## config.mk

```make
export PLATFORM = sky130hd
export DESIGN_NAME = reg_access_arbiter
export DESIGN_NICKNAME = d
export VERILOG_FILES = /design/src/rtl/reg_access_arbiter.sv
export SDC_FILE = /design/constraint.sdc
export NUM_CORES = 1
export LEC_CHECK = 0
export ABC_CLOCK_PERIOD_IN_PS = 1200
export CAP_MARGIN = 10
export CORE_MARGIN = 8
export CORE_UTILIZATION = 35
export CTS_BUF_LIST = sky130_fd_sc_hd__clkbuf_4
export CTS_CLUSTER_SIZE = 8
export DETAILED_ROUTE_END_ITERATION = 8
export HOLD_SLACK_MARGIN = 0.08
export MAX_ROUTING_LAYER = met4
export PLACE_DENSITY_LB_ADDON = 0.12
export REMOVE_ABC_BUFFERS = 1
export SYNTH_ARGS = -nofsm -noshare
export SYNTH_HDL_FRONTEND = slang
export SYNTH_SLANG_ARGS = --single-unit
```

## constraint.sdc

```tcl
create_clock -name clk -period 1.2 [get_ports clk]
set_input_delay 0.18 -clock clk [delete_from_list [all_inputs] [get_ports clk]]
set_output_delay 0.18 -clock clk [all_outputs]
set_load 0.02 [all_outputs]
```

## src/rtl/reg_access_arbiter.sv

```systemverilog
`default_nettype none
// ============================================================================
// Module      : reg_access_arbiter
// Description : Two-requester round-robin arbiter and sequencer for a shared
//               register bank. It serialises write, constant-load and read
//               transactions and returns read-back data with a one-cycle ack.
//               Optional macro REG_ACCESS_LOCK_EN adds lock_a/lock_b inputs
//               that let a requester keep exclusive ownership across
//               transactions.
// Revision    : 1.0 - initial release
// ============================================================================
module reg_access_arbiter #(
    parameter int                 WIDTH    = 8,
    parameter logic [WIDTH-1:0]   SD_VALUE = {WIDTH{1'b0}}
) (
    input  logic             clk,
    input  logic             rst,
    input  logic             req_a,
    input  logic [1:0]       op_a,
    input  logic [WIDTH-1:0] data_a,
    output logic             ack_a,
    input  logic             req_b,
    input  logic [1:0]       op_b,
    input  logic [WIDTH-1:0] data_b,
    output logic             ack_b,
`ifdef REG_ACCESS_LOCK_EN
    input  logic             lock_a,
    input  logic             lock_b,
`endif
    output logic [WIDTH-1:0] rdata,
    output logic             busy,
    output logic             reg_en,
    output logic             reg_sln,
    output logic [WIDTH-1:0] reg_d,
    output logic [WIDTH-1:0] reg_sd,
    input  logic [WIDTH-1:0] reg_q
);

    typedef enum logic [1:0] {
        S_IDLE  = 2'd0,
        S_ISSUE = 2'd1,
        S_ACK   = 2'd2
    } state_t;

    localparam logic [1:0] c_OP_WRITE = 2'b00;
    localparam logic [1:0] c_OP_LOAD  = 2'b01;

    state_t             r_state;
    state_t             w_state_nxt;
    logic               r_owner;       // 0 = A, 1 = B
    logic [1:0]         r_op;
    logic [WIDTH-1:0]   r_data;
    logic               r_last_grant;  // 0 = A, 1 = B
    logic               w_grant;
    logic               w_grant_b;
    logic               w_in_issue;

`ifdef REG_ACCESS_LOCK_EN
    logic               r_locked;
    logic               w_owner_lock;

    assign w_owner_lock = r_owner ? lock_b : lock_a;
`endif

    // Grant decision in IDLE: a locked owner is the only candidate, otherwise
    // a single requester wins outright and a tie goes away from last_grant.
    always_comb begin
        w_grant   = 1'b0;
        w_grant_b = 1'b0;
        if (r_state == S_IDLE) begin
`ifdef REG_ACCESS_LOCK_EN
            if (r_locked) begin
                w_grant   = r_owner ? req_b : req_a;
                w_grant_b = r_owner;
            end else
`endif
            if (req_a && req_b) begin
                w_grant   = 1'b1;
                w_grant_b = ~r_last_grant;
            end else if (req_a || req_b) begin
                w_grant   = 1'b1;
                w_grant_b = req_b;
            end
        end
    end

    // Next-state logic: IDLE waits for a grant, ISSUE and ACK last one cycle.
    always_comb begin
        w_state_nxt = r_state;
        case (r_state)
            S_IDLE:  if (w_grant) w_state_nxt = S_ISSUE;
            S_ISSUE: w_state_nxt = S_ACK;
            S_ACK:   w_state_nxt = S_IDLE;
            default: w_state_nxt = S_IDLE;
        endcase
    end

    // State register plus the owner, op and data captured at grant time.
    always_ff @(posedge clk) begin
        if (rst) begin
            r_state      <= S_IDLE;
            r_owner      <= 1'b0;
            r_op         <= 2'b00;
            r_data       <= '0;
            r_last_grant <= 1'b1;
`ifdef REG_ACCESS_LOCK_EN
            r_locked     <= 1'b0;
`endif
        end else begin
            r_state <= w_state_nxt;
            if (w_grant) begin
                r_owner <= w_grant_b;
                r_op    <= w_grant_b ? op_b   : op_a;
                r_data  <= w_grant_b ? data_b : data_a;
`ifndef REG_ACCESS_LOCK_EN
                r_last_grant <= w_grant_b;
`endif
            end
`ifdef REG_ACCESS_LOCK_EN
            // Fairness history only moves when the owner releases its lock.
            if (r_state == S_ACK) begin
                if (w_owner_lock) begin
                    r_locked <= 1'b1;
                end else begin
                    r_locked     <= 1'b0;
                    r_last_grant <= r_owner;
                end
            end
`endif
        end
    end

    assign w_in_issue = (r_state == S_ISSUE);

    // Bank controls are only active in ISSUE; reads leave the bank untouched.
    always_comb begin
        reg_en  = w_in_issue && !r_op[1];
        reg_sln = !(w_in_issue && (r_op == c_OP_LOAD));
        reg_d   = (w_in_issue && (r_op == c_OP_WRITE)) ? r_data : '0;
    end

    // Ack is suppressed while reset is asserted so an aborted transaction
    // never reports completion.
    always_comb begin
        ack_a = (r_state == S_ACK) && !r_owner && !rst;
        ack_b = (r_state == S_ACK) &&  r_owner && !rst;
        rdata = (ack_a || ack_b) ? reg_q : '0;
        busy  = (r_state != S_IDLE);
    end

    assign reg_sd = SD_VALUE;

endmodule
`default_nettype wire
```

# After elaboration in Yosys (flattened, before gate mapping)
# Cells that the tools add are included.
# totals
in_bits	32
output_inout_bits	29
register_bits	14
word_cells	39
# classes
n_mux	12
n_reduce_logical	17
n_eq_ne	4
bitwise	1
# ops
op	n
2-to-1 mux 8 bit	3
logical AND 1 bit	8
2-to-1 mux 1 bit	6
== test 2 x 1 -> 1 bit (second input constant)	2
logical NOT 1 bit	4
logical NOT 2 bit	2
2-to-1 mux 2 bit	2
case mux 2 bit (2 select lines)	1
== test 2 bit (second input constant)	1
logical OR 1 bit	2
inequality test 2 bit (second input constant)	1
nonzero test 2 bit	1
inverter 1 bit	1

# Logic depth before layout (Yosys ltp)
# Gate-level depths: netlist of the first run.
# depth
depth_word	6
depth_mapped	4
mapped_depth_nobuf	4

# Least setup slack after synthesis of the first run
# Ideal clock, no wire load.
# synth_timing
kind	register -> output
from	reg r_state[1]
to	out reg_sln
t_arrival_ns	1.044
setup_slack_ns	-0.024
required_ns	1.020
path_stages_with_launch	4
path_cell_list	dfxtp_1 nand2b_1 nor2_1 nand2_1
# synth_via
elab_chain_len	3
# synth_lines
item	line	text
from (decl)	48	state_t r_state;
from (signal assigned)	110	r_state <= w_state_nxt;
== test 2 x 1 -> 1 bit	133	assign w_in_issue = (r_state == S_ISSUE);
logical AND 1 bit	138	reg_sln = !(w_in_issue && (r_op == c_OP_LOAD));
logical NOT 1 bit	138	
to (decl)	33	output logic reg_sln,
# No other way between the ends.

# Worst setup path after layout of the first run
# Ends and elaborated chain as after synthesis.

==> impl_table.tex, run 1 <==
\begin{tabular}{lr}
\hline
Metric & Value \\
\hline
\multicolumn{2}{l}{\textbf{Outcome}} \\
Violated checks & setup timing \\
Result of the run & finished, violations left \\
\multicolumn{2}{l}{\textbf{Final layout}} \\
Multi-input logic area & between 600 and 700 sq um \\
Share of the core filled with cells in the final layout & 0.782 \\
Final layout net count & around 220 \\
Share of layout cells above drive strength 1 & 0.457 \\
Seq. cell area & $\sim$290 sq um \\
Growth of design area from synthesis to finish & 119\% \\
Number of antenna diodes & 0 \\
Fill cell instance count of the final layout & 166 \\
\multicolumn{2}{l}{\textbf{Yosys}} \\
Post-synth EDFFs & 0 \\
Total standard cell area after synthesis & 853 sq um \\
Yosys warnings & 0 \\
Share of synthesized cell area in and, or, nand and nor gates & 0.304 \\
Post-synthesis instance total & 107 \\
Leading cell type by number of instances after synthesis & sky130\_fd\_sc\_hd\_\_and2\_1 \\
Average instance area after synthesis & roughly 8 sq um \\
Most used standard cells in the synthesized netlist & sky130\_fd\_sc\_hd\_\_and2\_1 (17), sky130\_fd\_sc\_hd\_\_dfxtp\_1 (14), sky130\_fd\_sc\_hd\_\_a21oi\_1 (11) \\
Arithmetic-cell share of the synthesized area counting full adders, half adders and majority gates & 0 \\
Xor/xnor cell area share of the yosys netlist & 0 \\
Portion of netlist area occupied by mux cells & 0 \\
Fraction of the yosys area taken by sequential cells & 0.328 \\
Cell types occupying the most area after synthesis & sky130\_fd\_sc\_hd\_\_dfxtp\_1 (33\%), sky130\_fd\_sc\_hd\_\_and2\_1 (12\%), sky130\_fd\_sc\_hd\_\_a311oi\_1 (10\%) \\
Most used DFF post-synth & sky130\_fd\_sc\_hd\_\_dfxtp\_1 \\
Main combinational cell family by area after synthesis & simple AND/OR/NAND/NOR gates \\
Register bit total from synthesis & 14 \\
Synth Area in Compound Gates & 0.248 \\
Area leader, netlist & sky130\_fd\_sc\_hd\_\_dfxtp\_1 \\
Count of distinct cell types in the synthesized netlist & 25 \\
Area share of the largest cell type after synthesis & 0.328 \\
Fraction of synthesis flops using an asynchronous set or reset pin & 0 \\
\multicolumn{2}{l}{\textbf{Power}} \\
Flop pwr share & 0.338 \\
Worst IR drop on VDD & $\sim$0.00077 V \\
Leakage & 0.000755 uW \\
Gate power share & 0.480 \\
Reported net switching power & around 600 uW \\
Proportion of power drawn by the clock network & 0.181 \\
P per Cell Area & approximately 900 nW/um\^{}2 \\
Cell-internal power & 1070 uW \\
Switching portion of total power & 0.359 \\
Design Power & between 1500 and 2000 uW \\
\multicolumn{2}{l}{\textbf{Floorplanning}} \\
Die Width & roughly 65 um \\
Number of placement rows & 18 \\
Count of pins on the block boundary & roughly 60 \\
Placeable core area & 2390 sq um \\
Total die area & around 4300 sq um \\
Die extent in y & $\sim$65 um \\
Starting Density & 0.357 \\
\multicolumn{2}{l}{\textbf{Detailed routing}} \\
Vias & 1188 \\
Starting DRT DRC Count & just under 60 \\
Count of TritonRoute iterations in the first routing pass & 4 \\
Detailed Route WL & $\sim$4.2 mm \\
Avg Vias per Cell & 5.55 \\
Remaining DRCs & 0 \\
DRT antenna net count & 0 \\
WL per Instance & $\sim$20 um \\
\multicolumn{2}{l}{\textbf{Clock tree}} \\
Worst-Skew Late Latency & 300 ps \\
CTS root buf & sky130\_fd\_sc\_hd\_\_clkbuf\_4 \\
Worst-path clk slew & 100 ps \\
TritonCTS clock tree & yes \\
Maximum buffer depth of the clock tree & 2 \\
Number of buffers created by CTS & 3 \\
Number of clock sinks & 14 \\
H-tree Lvls & 1 \\
\multicolumn{2}{l}{\textbf{STA}} \\
Number of max-slew violations in the final report & 0 \\
Final hold violation count & 0 \\
Setup ws final & -348 ps \\
Final worst path period share & 1.29 \\
Setup skew after layout & between 6 and 7 ps \\
FMAX & $\sim$650 MHz \\
Period minus WS final & between 1500 and 2000 ps \\
Setup violations, final & 33 \\
Setup repair after global routing missed its margin & true \\
Setup\_tns & -7580 ps \\
\multicolumn{2}{l}{\textbf{Place}} \\
PortBufs & 52 \\
Post-DP HPWL & between 2 and 3 mm \\
Gpl congestion & about 0.75 \\
\multicolumn{2}{l}{\textbf{Global routing}} \\
Gr ovfl total & 0 \\
Wire length of the first global-routing pass & 6.13 mm \\
Combined global-route utilization of all metal layers & 0.192 \\
Pin count of the biggest net entering global routing & 15 \\
Initial antenna violation count & 0 \\
Via count of the first global-routing pass & approximately 1200 \\
\multicolumn{2}{l}{\textbf{Min path}} \\
Worst min path class & in2reg \\
Worst hold stages & 3 \\
Destination of the worst hold path & r\_data[2] \\
Worst hold path startpoint & data\_a[2] \\
\multicolumn{2}{l}{\textbf{Setup path}} \\
Required @ worst endpoint & roughly 1000 ps \\
Arrival time at the worst endpoint & about 1400 ps \\
Reg2Reg Depth & 5 \\
Worst setup slack for register-to-register paths & -210 ps \\
Reg-to-Reg End & r\_data[4] \\
Endpoint type of the worst setup path & primary output \\
Worst setup path class & reg2out \\
Source of the worst register-to-register timing path & r\_state[0] \\
Type of element launching the critical path & flop \\
Highest net fanout along the worst path & 3 \\
\multicolumn{2}{l}{\textbf{Job}} \\
Max-capacitance violation count & 0 \\
\hline
\end{tabular}
-- power groups by stage --
stage	clock (uW)	combinational (uW)	sequential [uW]
6_report	303	805	567
5_1_grt	328	844	570
4_1_cts	302	738	555
3_5_place_dp	0	512	557
3_3_place_gp	0	500	553
2_1_floorplan	0	226	551
-- per-stage QoR --
step	hold slack (ps)	setup slack, ps	instances	area, sq um
final	473	-348	214	1870
after CTS	475	-293	212	1800
after detailed placement	483	-713	199	1470
after global routing	484	-377	214	1870
after global placement	485	-682	199	1470
after floorplan	249	-350	100	788
-- layout make-up --
| cell class | instances | share of cell area |
|---|---|---|
| inverters | 2 | 0.00603 |
| repair buffers | 78 | 0.453 |
| well taps | 30 | 0.0201 |
| flip-flops and latches | 14 | 0.153 |
| clock inverters | 1 | 0.00201 |
| multi-input cells | 86 | 0.354 |
| clock buffers | 3 | 0.0121 |
-- critical path, stage by stage, from the launching register on --
cell	delay, ps
sky130_fd_sc_hd__dfxtp_2	340
sky130_fd_sc_hd__nand2b_4	150
sky130_fd_sc_hd__buf_4	130
sky130_fd_sc_hd__buf_6	110
sky130_fd_sc_hd__nor2_4	110
sky130_fd_sc_hd__nand2_1	80
sky130_fd_sc_hd__buf_6	140
-- kinds of logic after synthesis --
group | count (synthesis)
compound gates | 34
simple gates | 42
flops | 14
buf+inv | 16
other cells | 1
-- how the worst max path moves through the flow --
stage | cells past startpoint | end | startpoint
after floorplan | 4 | r_op[1] | r_state[1]
after global placement | 5 | rdata[0] | rst
after detailed placement | 5 | rdata[1] | rst
after CTS | 5 | reg_d[7] | r_state[1]
after global routing | 6 | reg_sln | r_state[1]
final | 6 | reg_sln | r_state[1]
-- repair_timing --
item | 4_1_cts | 5_1_grt
setup buffers | 4 | 3
gates cloned | 5 | 0
setup endpoints to repair | 33 | 34
hold buffers | 0 | 0
pin swaps | 24 | 10
hold endpoints to repair | 0 | 0
gates resized for setup | 161 | 16
-- placed cells by master (no fill, tap or decap), drive strengths merged --
cell	count
a211o	2
a21oi	11
a311oi	10
and2	17
buf	47
clkbuf	3
clkdlybuf4s50	31
clkinv	1
clkinvlp	1
conb	8
dfxtp	14
inv	1
nand2	2
nand2b	1
nand3	1
nand3b	1
nand4	10
nor2	6
nor2b	1
nor3	2
nor3b	1
o21ai	12
or2	1
-- layer usage --
metal | track usage | vias to the layer above | share of wire
li1 | - | 540 | -
met1 | 0.195 | 560 | 0.35
met2 | 0.339 | 70 | 0.54
met3 | 0.0476 | 18 | 0.074
met4 | 0.0899 | 0 | 0.043
met5 | - | - | 0
-- flip-flops by register name, indices dropped and copies added, names as in the netlist --
signal	count
r_state	2
r_owner	1
r_last_grant	1
r_op	2
r_data	8
Note: power is estimated with default switching activity, not from simulation.
==> run 2: changes to the inputs <==
Settings changed: REMOVE_ABC_BUFFERS 1 to not set.
==> run 2 against run 1 <==
Compared with the run above: the run still ends with setup timing left; register-to-register slack better by 90 ps; largest power group unchanged; sequential cell count unchanged; final cell count down 2.3%; fmax up 3.5%; wire length down 11%; power down 7.5%.
==> impl_table.tex, run 2 (synthesis results as in run 1) <==
\begin{tabular}{lr}
\hline
Metric & Value \\
\hline
\multicolumn{2}{l}{\textbf{Outcome}} \\
Result of the run & finished, violations left \\
Violated checks & setup timing \\
\multicolumn{2}{l}{\textbf{Place}} \\
PortBufs & 52 \\
Gpl congestion & approximately 0.76 \\
Cell count after placement & 200 \\
Worst setup slack before clock tree synthesis & -683 ps \\
Post-DP HPWL & 2.49 mm \\
\multicolumn{2}{l}{\textbf{Power}} \\
Design Power & approximately 1500 uW \\
Leakage & around 0.00073 uW \\
Cell-internal power & 1020 uW \\
P per Cell Area & around 870 nW/um\^{}2 \\
Gate power share & 0.460 \\
Reported net switching power & about 530 uW \\
Proportion of power drawn by the clock network & 0.180 \\
Switching portion of total power & 0.344 \\
Worst IR drop on VDD & around 0.00087 V \\
Flop pwr share & 0.360 \\
\multicolumn{2}{l}{\textbf{Clock tree}} \\
Number of clock sinks & 14 \\
Maximum buffer depth of the clock tree & 2 \\
Worst-Skew Late Latency & around 290 ps \\
H-tree Lvls & 1 \\
CTS root buf & sky130\_fd\_sc\_hd\_\_clkbuf\_4 \\
Worst-path clk slew & about 90 ps \\
TritonCTS clock tree & yes \\
Number of buffers created by CTS & 3 \\
Hold-fix buffers, CTS & 0 \\
\multicolumn{2}{l}{\textbf{Setup path}} \\
Worst Path Buf+Inv & 2 \\
Arrival time at the worst endpoint & 1320 ps \\
Largest delay contributor family on the critical path & simple AND/OR/NAND/NOR gates \\
Type of element launching the critical path & flop \\
Required @ worst endpoint & $\sim$1000 ps \\
Endpoint type of the worst setup path & primary output \\
Worst setup path class & reg2out \\
Cell at the slowest stage of the critical path & sky130\_fd\_sc\_hd\_\_dfxtp\_2 \\
Highest net fanout along the worst path & 8 \\
Stage delay of the slowest cell on the critical path & between 300 and 400 ps \\
Critical Path, Cell by Cell & nand2b\_4 > nor3\_2 > buf\_4 > and2\_4 > buf\_6 \\
\multicolumn{2}{l}{\textbf{Final layout}} \\
Number of flip-flops in the largest register & 8 \\
Register with the highest flop count & r\_data \\
Share of layout cells above drive strength 1 & 0.441 \\
Most frequent cells in the layout & sky130\_fd\_sc\_hd\_\_clkdlybuf4s50\_1 (31), sky130\_fd\_sc\_hd\_\_buf\_6 (24), sky130\_fd\_sc\_hd\_\_buf\_4 (16), sky130\_fd\_sc\_hd\_\_dfxtp\_1 (12) \\
Number of antenna diodes & 0 \\
Final layout net count & 213 \\
Top flop regs & r\_data: 8 flops, r\_op: 2 flops, r\_state: 2 flops \\
Growth of design area from synthesis to finish & 109\% \\
Fill cell instance count of the final layout & roughly 190 \\
Filler-free cell count of the finished design & 209 \\
Commonest non-fill, non-tap cell in the layout & sky130\_fd\_sc\_hd\_\_clkdlybuf4s50\_1 \\
\multicolumn{2}{l}{\textbf{Floorplanning}} \\
Die Width & roughly 65 um \\
Count of pins on the block boundary & 61 \\
Die extent in y & $\sim$65 um \\
Number of placement rows & 18 \\
Starting Density & 0.357 \\
Total die area & around 4300 sq um \\
Placeable core area & approximately 2400 sq um \\
\multicolumn{2}{l}{\textbf{Detailed routing}} \\
WL per Instance & roughly 18 um \\
Detailed Route WL & between 3 and 4 mm \\
Remaining DRCs & 0 \\
Starting DRT DRC Count & 38 \\
Vias & 1129 \\
Avg Vias per Cell & 5.40 \\
Count of TritonRoute iterations in the first routing pass & 4 \\
DRT antenna net count & 0 \\
\multicolumn{2}{l}{\textbf{STA}} \\
Setup skew after layout & roughly 5.6 ps \\
Minimum hold slack & approximately 490 ps \\
Final hold violation count & 0 \\
Final worst path period share & 1.25 \\
Number of max-slew violations in the final report & 0 \\
Setup violations, final & 33 \\
Setup repair after global routing missed its margin & true \\
Setup ws final & -295 ps \\
Period minus WS final & roughly 1500 ps \\
Setup\_tns & -6260 ps \\
FMAX & between 600 and 700 MHz \\
\multicolumn{2}{l}{\textbf{Min path}} \\
Worst min path class & reg2reg \\
\multicolumn{2}{l}{\textbf{Global routing}} \\
Wire length of the first global-routing pass & roughly 5.8 mm \\
Gr ovfl total & 0 \\
Initial antenna violation count & 0 \\
Combined global-route utilization of all metal layers & 0.177 \\
Via count of the first global-routing pass & approximately 1100 \\
Pin count of the biggest net entering global routing & 15 \\
\multicolumn{2}{l}{\textbf{Job}} \\
Max-capacitance violation count & 0 \\
\hline
\end{tabular}
[run 2: repair_timing]
item / in CTS / in global routing
pin swaps: 19 / 13
buffers inserted: 1 / 2
resized for setup: 156 / 12
endpoints found under the setup margin: 32 / 33
gates cloned: 3 / 0
[run 2: final cells by class]
cell class                      count  area, sq um  share of cell area
Clock buffer                        3         22.5              0.0127
Inverter                            2         10.0             0.00563
Tap cell                           30         37.5              0.0211
Sequential cell                    14          285               0.160
Timing Repair Buffer               75          796               0.447
Multi-Input combinational cell     85          628               0.353
[run 2: worst paths after layout]
kind	cells past startpoint	slack, ps	start	to
min reg2reg	2	490	r_owner	r_owner
max	5	-300	r_state[1]	reg_d[6]
min	2	490	r_owner	r_owner
max reg2reg	5	-120	r_state[1]	r_data[6]
[run 2: power by group through the flow]
stage / Combinational [uW] / Sequential, uW / Clock (uW)
2_1_floorplan: 269 / 552 / 0
3_3_place_gp: 506 / 554 / 0
3_5_place_dp: 516 / 557 / 0
4_1_cts: 666 / 553 / 281
5_1_grt: 758 / 563 / 293
6_report: 713 / 557 / 278
[run 2: metrics by stage]
stage                     cell area [sq um]   util
after floorplan                         885      -
after global placement                 1500  0.628
after detailed placement               1500  0.628
after CTS                              1720  0.720
after global routing                   1780  0.745
final                                  1780  0.745
[run 2: tightest hold or removal path: stages, from the launching register on]
cell and delay, ps:
sky130_fd_sc_hd__dfxtp_1 340, sky130_fd_sc_hd__o21ai_2 70, sky130_fd_sc_hd__a21oi_2 40
[run 2: layer usage]
layer / track usage / share of wire
met1: 0.202 / 0.39
met2: 0.294 / 0.53
met3: 0.0476 / 0.059
met4: 0.0572 / 0.017
met5: - / 0
==> run 3: changes to the inputs <==
Settings changed: SLEW_MARGIN set to 40.
==> results of run 3 <==
No change in the layout: final DEF, timing and power equal those of run 2.
==> edit: new RTL, config.mk and constraints of run 3 <==
Encoding of `state_t`: now one-hot (3 bits for 3 states).
--- a/src/rtl/reg_access_arbiter.sv
+++ b/src/rtl/reg_access_arbiter.sv
@@ -36,10 +36,10 @@
     input  logic [WIDTH-1:0] reg_q
 );
 
-    typedef enum logic [1:0] {
-        S_IDLE  = 2'd0,
-        S_ISSUE = 2'd1,
-        S_ACK   = 2'd2
+    typedef enum logic [2:0] {
+        S_IDLE  = 3'b001,
+        S_ISSUE = 3'b010,
+        S_ACK   = 3'b100
     } state_t;
 
     localparam logic [1:0] c_OP_WRITE = 2'b00;
Formal check against the unedited RTL: same outputs for any inputs over 10 cycles, from zero or initial values and one cycle with rst high; not proved beyond that.
==> edit against run 3 <==
  * The run still ends with setup timing left
  * Area after synthesis is 7.0% higher
  * Sequential cell count is 1 higher
  * Design area is 5.6% higher
  * Count of clock-buffer cells in the layout stayed put
  * Combinational power is 6.3% higher
  * Power is 7.8% higher
  * Wire length is 13% lower
  * Setup slack worse by 0.23 ns
  * Critical path type unchanged
  * Critical endpoint is now reg_d[1]
==> edit: results (changes against run 3) <==
[power]
leakage_nw=0.758  ; +4.0%
ir_drop_mv=0.661  ; -24%

[yosys]
async_flop_share=0  ; unchanged
synth_cell_types=25  ; unchanged
yosys_warnings=0  ; unchanged
synth_area_leaders=dfxtp_1, o32ai_2, buf_4
ys.flop_type=dfxtp_1
syn_avg_cell_area_um2=8.46  ; +6.0%
yosysSeqAreaShare=0.329  ; about the same
synth.top_cells.by_count=dfxtp_1, nor2_1, a21oi_1, inv_1

[worst_setup_path]
crit_fanout=5  ; -3
worst-endpoint-arrival_ns=1.55  ; +0.23 ns
critical_path.slowest_cell=or3b_4
slowest_delay_ns=0.43  ; +0.10 ns
crit_family=simple AND/OR/NAND/NOR gates

[hold_path]
min_path_type=flip-flop to flip-flop

[clocking]
cts_made_buffers=3  ; unchanged
clk_pin_slew_ns=0.10
clock_latency_ns=0.30
cts_buffer_depth=2  ; unchanged
cts_max_level=1  ; unchanged
root_buffer=clkbuf_4

[finish]
stdcell_count=215  ; +2.9%
fin_nets=218  ; +2.3%
antennaDiodeCount=0  ; unchanged
filler_cell_count=182  ; -3.7%
reg_top3=r_data x8, r_state x3, r_op x2
drive_gt1_frac=0.524  ; +0.0830

[placed_design]
port_buffers=52  ; unchanged
place_inst=205  ; +2.5%
gp_congestion=0.800  ; +5.9%
dpl.hpwl_um=2490  ; about the same

[global_routing]
grt_max_degree=12  ; -3
overflow=0  ; unchanged
grtUsageTotal=0.142  ; -0.0355
antenna_found_initial=0  ; unchanged
grt_pass1_vias=1054  ; -7.6%
grt_pass1_wl_um=4860  ; -16%

[timing]
fin_worst_skew_ns=0.00339  ; -0.00218 ns
finalSetupViolations=33  ; unchanged
setup_ws_ns=-0.525  ; -0.230 ns

[detailed_routing]
first_pass_iters=4  ; unchanged
route.detailed.drc=0  ; unchanged
wl_per_cell_um=15.3  ; -15%
vias_per_cell=4.94  ; -8.5%
drt_first_iter_violations=28  ; -26%

[run_status]
status=complete, but fails checks
violations=setup timing

## edit: cells by family (layout without fill, tap and decap cells)
family,Yosys count,after routing,share of synthesized area
flops,15,15,0.329
other cells,1,8,0.00411
buf+inv,27,96,0.152
compound gates,26,26,0.273
simple gates,39,40,0.242
## edit: cell type report
type,count,area share
Clock buffer,3,0.0120
Clock inverter,1,0.00266
Inverter,12,0.0240
Multi-Input combinational cell,74,0.387
Sequential cell,15,0.162
Tap cell,30,0.0200
Timing Repair Buffer,80,0.393
## edit: repair_timing
action | CTS | global route
setup endpoints to repair | 35 | 35
pin swaps | 8 | 5
buffers inserted | 5 | 0
gates cloned | 1 | 1
resized for setup | 136 | 6
## edit: power breakdown
group,internal (mW),switching (mW)
Combinational,0.373,0.385
Sequential,0.561,0.0288
Clock,0.125,0.196
Total,1.06,0.610
## edit: per-stage QoR
stage / cell area (µm²) / TNS [ns] / setup WS, ns
6_report: 1880 / -12.99 / -0.525
5_1_grt: 1880 / -14.67 / -0.581
4_1_cts: 1840 / -13.94 / -0.532
3_5_place_dp: 1740 / -18.22 / -0.720
3_3_place_gp: 1740 / -17.71 / -0.708
2_1_floorplan: 1130 / -5.29 / -0.265
## edit: final timing paths
check | endpoint | cells past startpoint | slack, ns | from
min | r_last_grant$_SDFFE_PP1P_ | 2 | 0.53 | r_last_grant$_SDFFE_PP1P_
max reg2reg | r_data[6]$_SDFFE_PP0P_ | 5 | -0.30 | r_state[1]$_SDFFE_PP0P_
max | reg_d[1] | 4 | -0.53 | r_state[0]$_SDFFE_PP1P_
min reg2reg | r_last_grant$_SDFFE_PP1P_ | 2 | 0.53 | r_last_grant$_SDFFE_PP1P_
## edit: worst register-to-register path: stages, from the launching register on
cell and delay [ns]:
dfxtp_2 0.33, buf_4 0.14, nor3b_4 0.19, inv_2 0.08, or3_4 0.45, o32ai_2 0.22
## edit: routing by layer
metal | vias to the layer above | routed length, µm | track usage
met5 | - | 0 | -
met4 | 0 | 34 | 0.0470
met3 | 2 | 252 | 0.0268
met2 | 38 | 1720 | 0.260
met1 | 511 | 1280 | 0.147
li1 | 512 | - | -
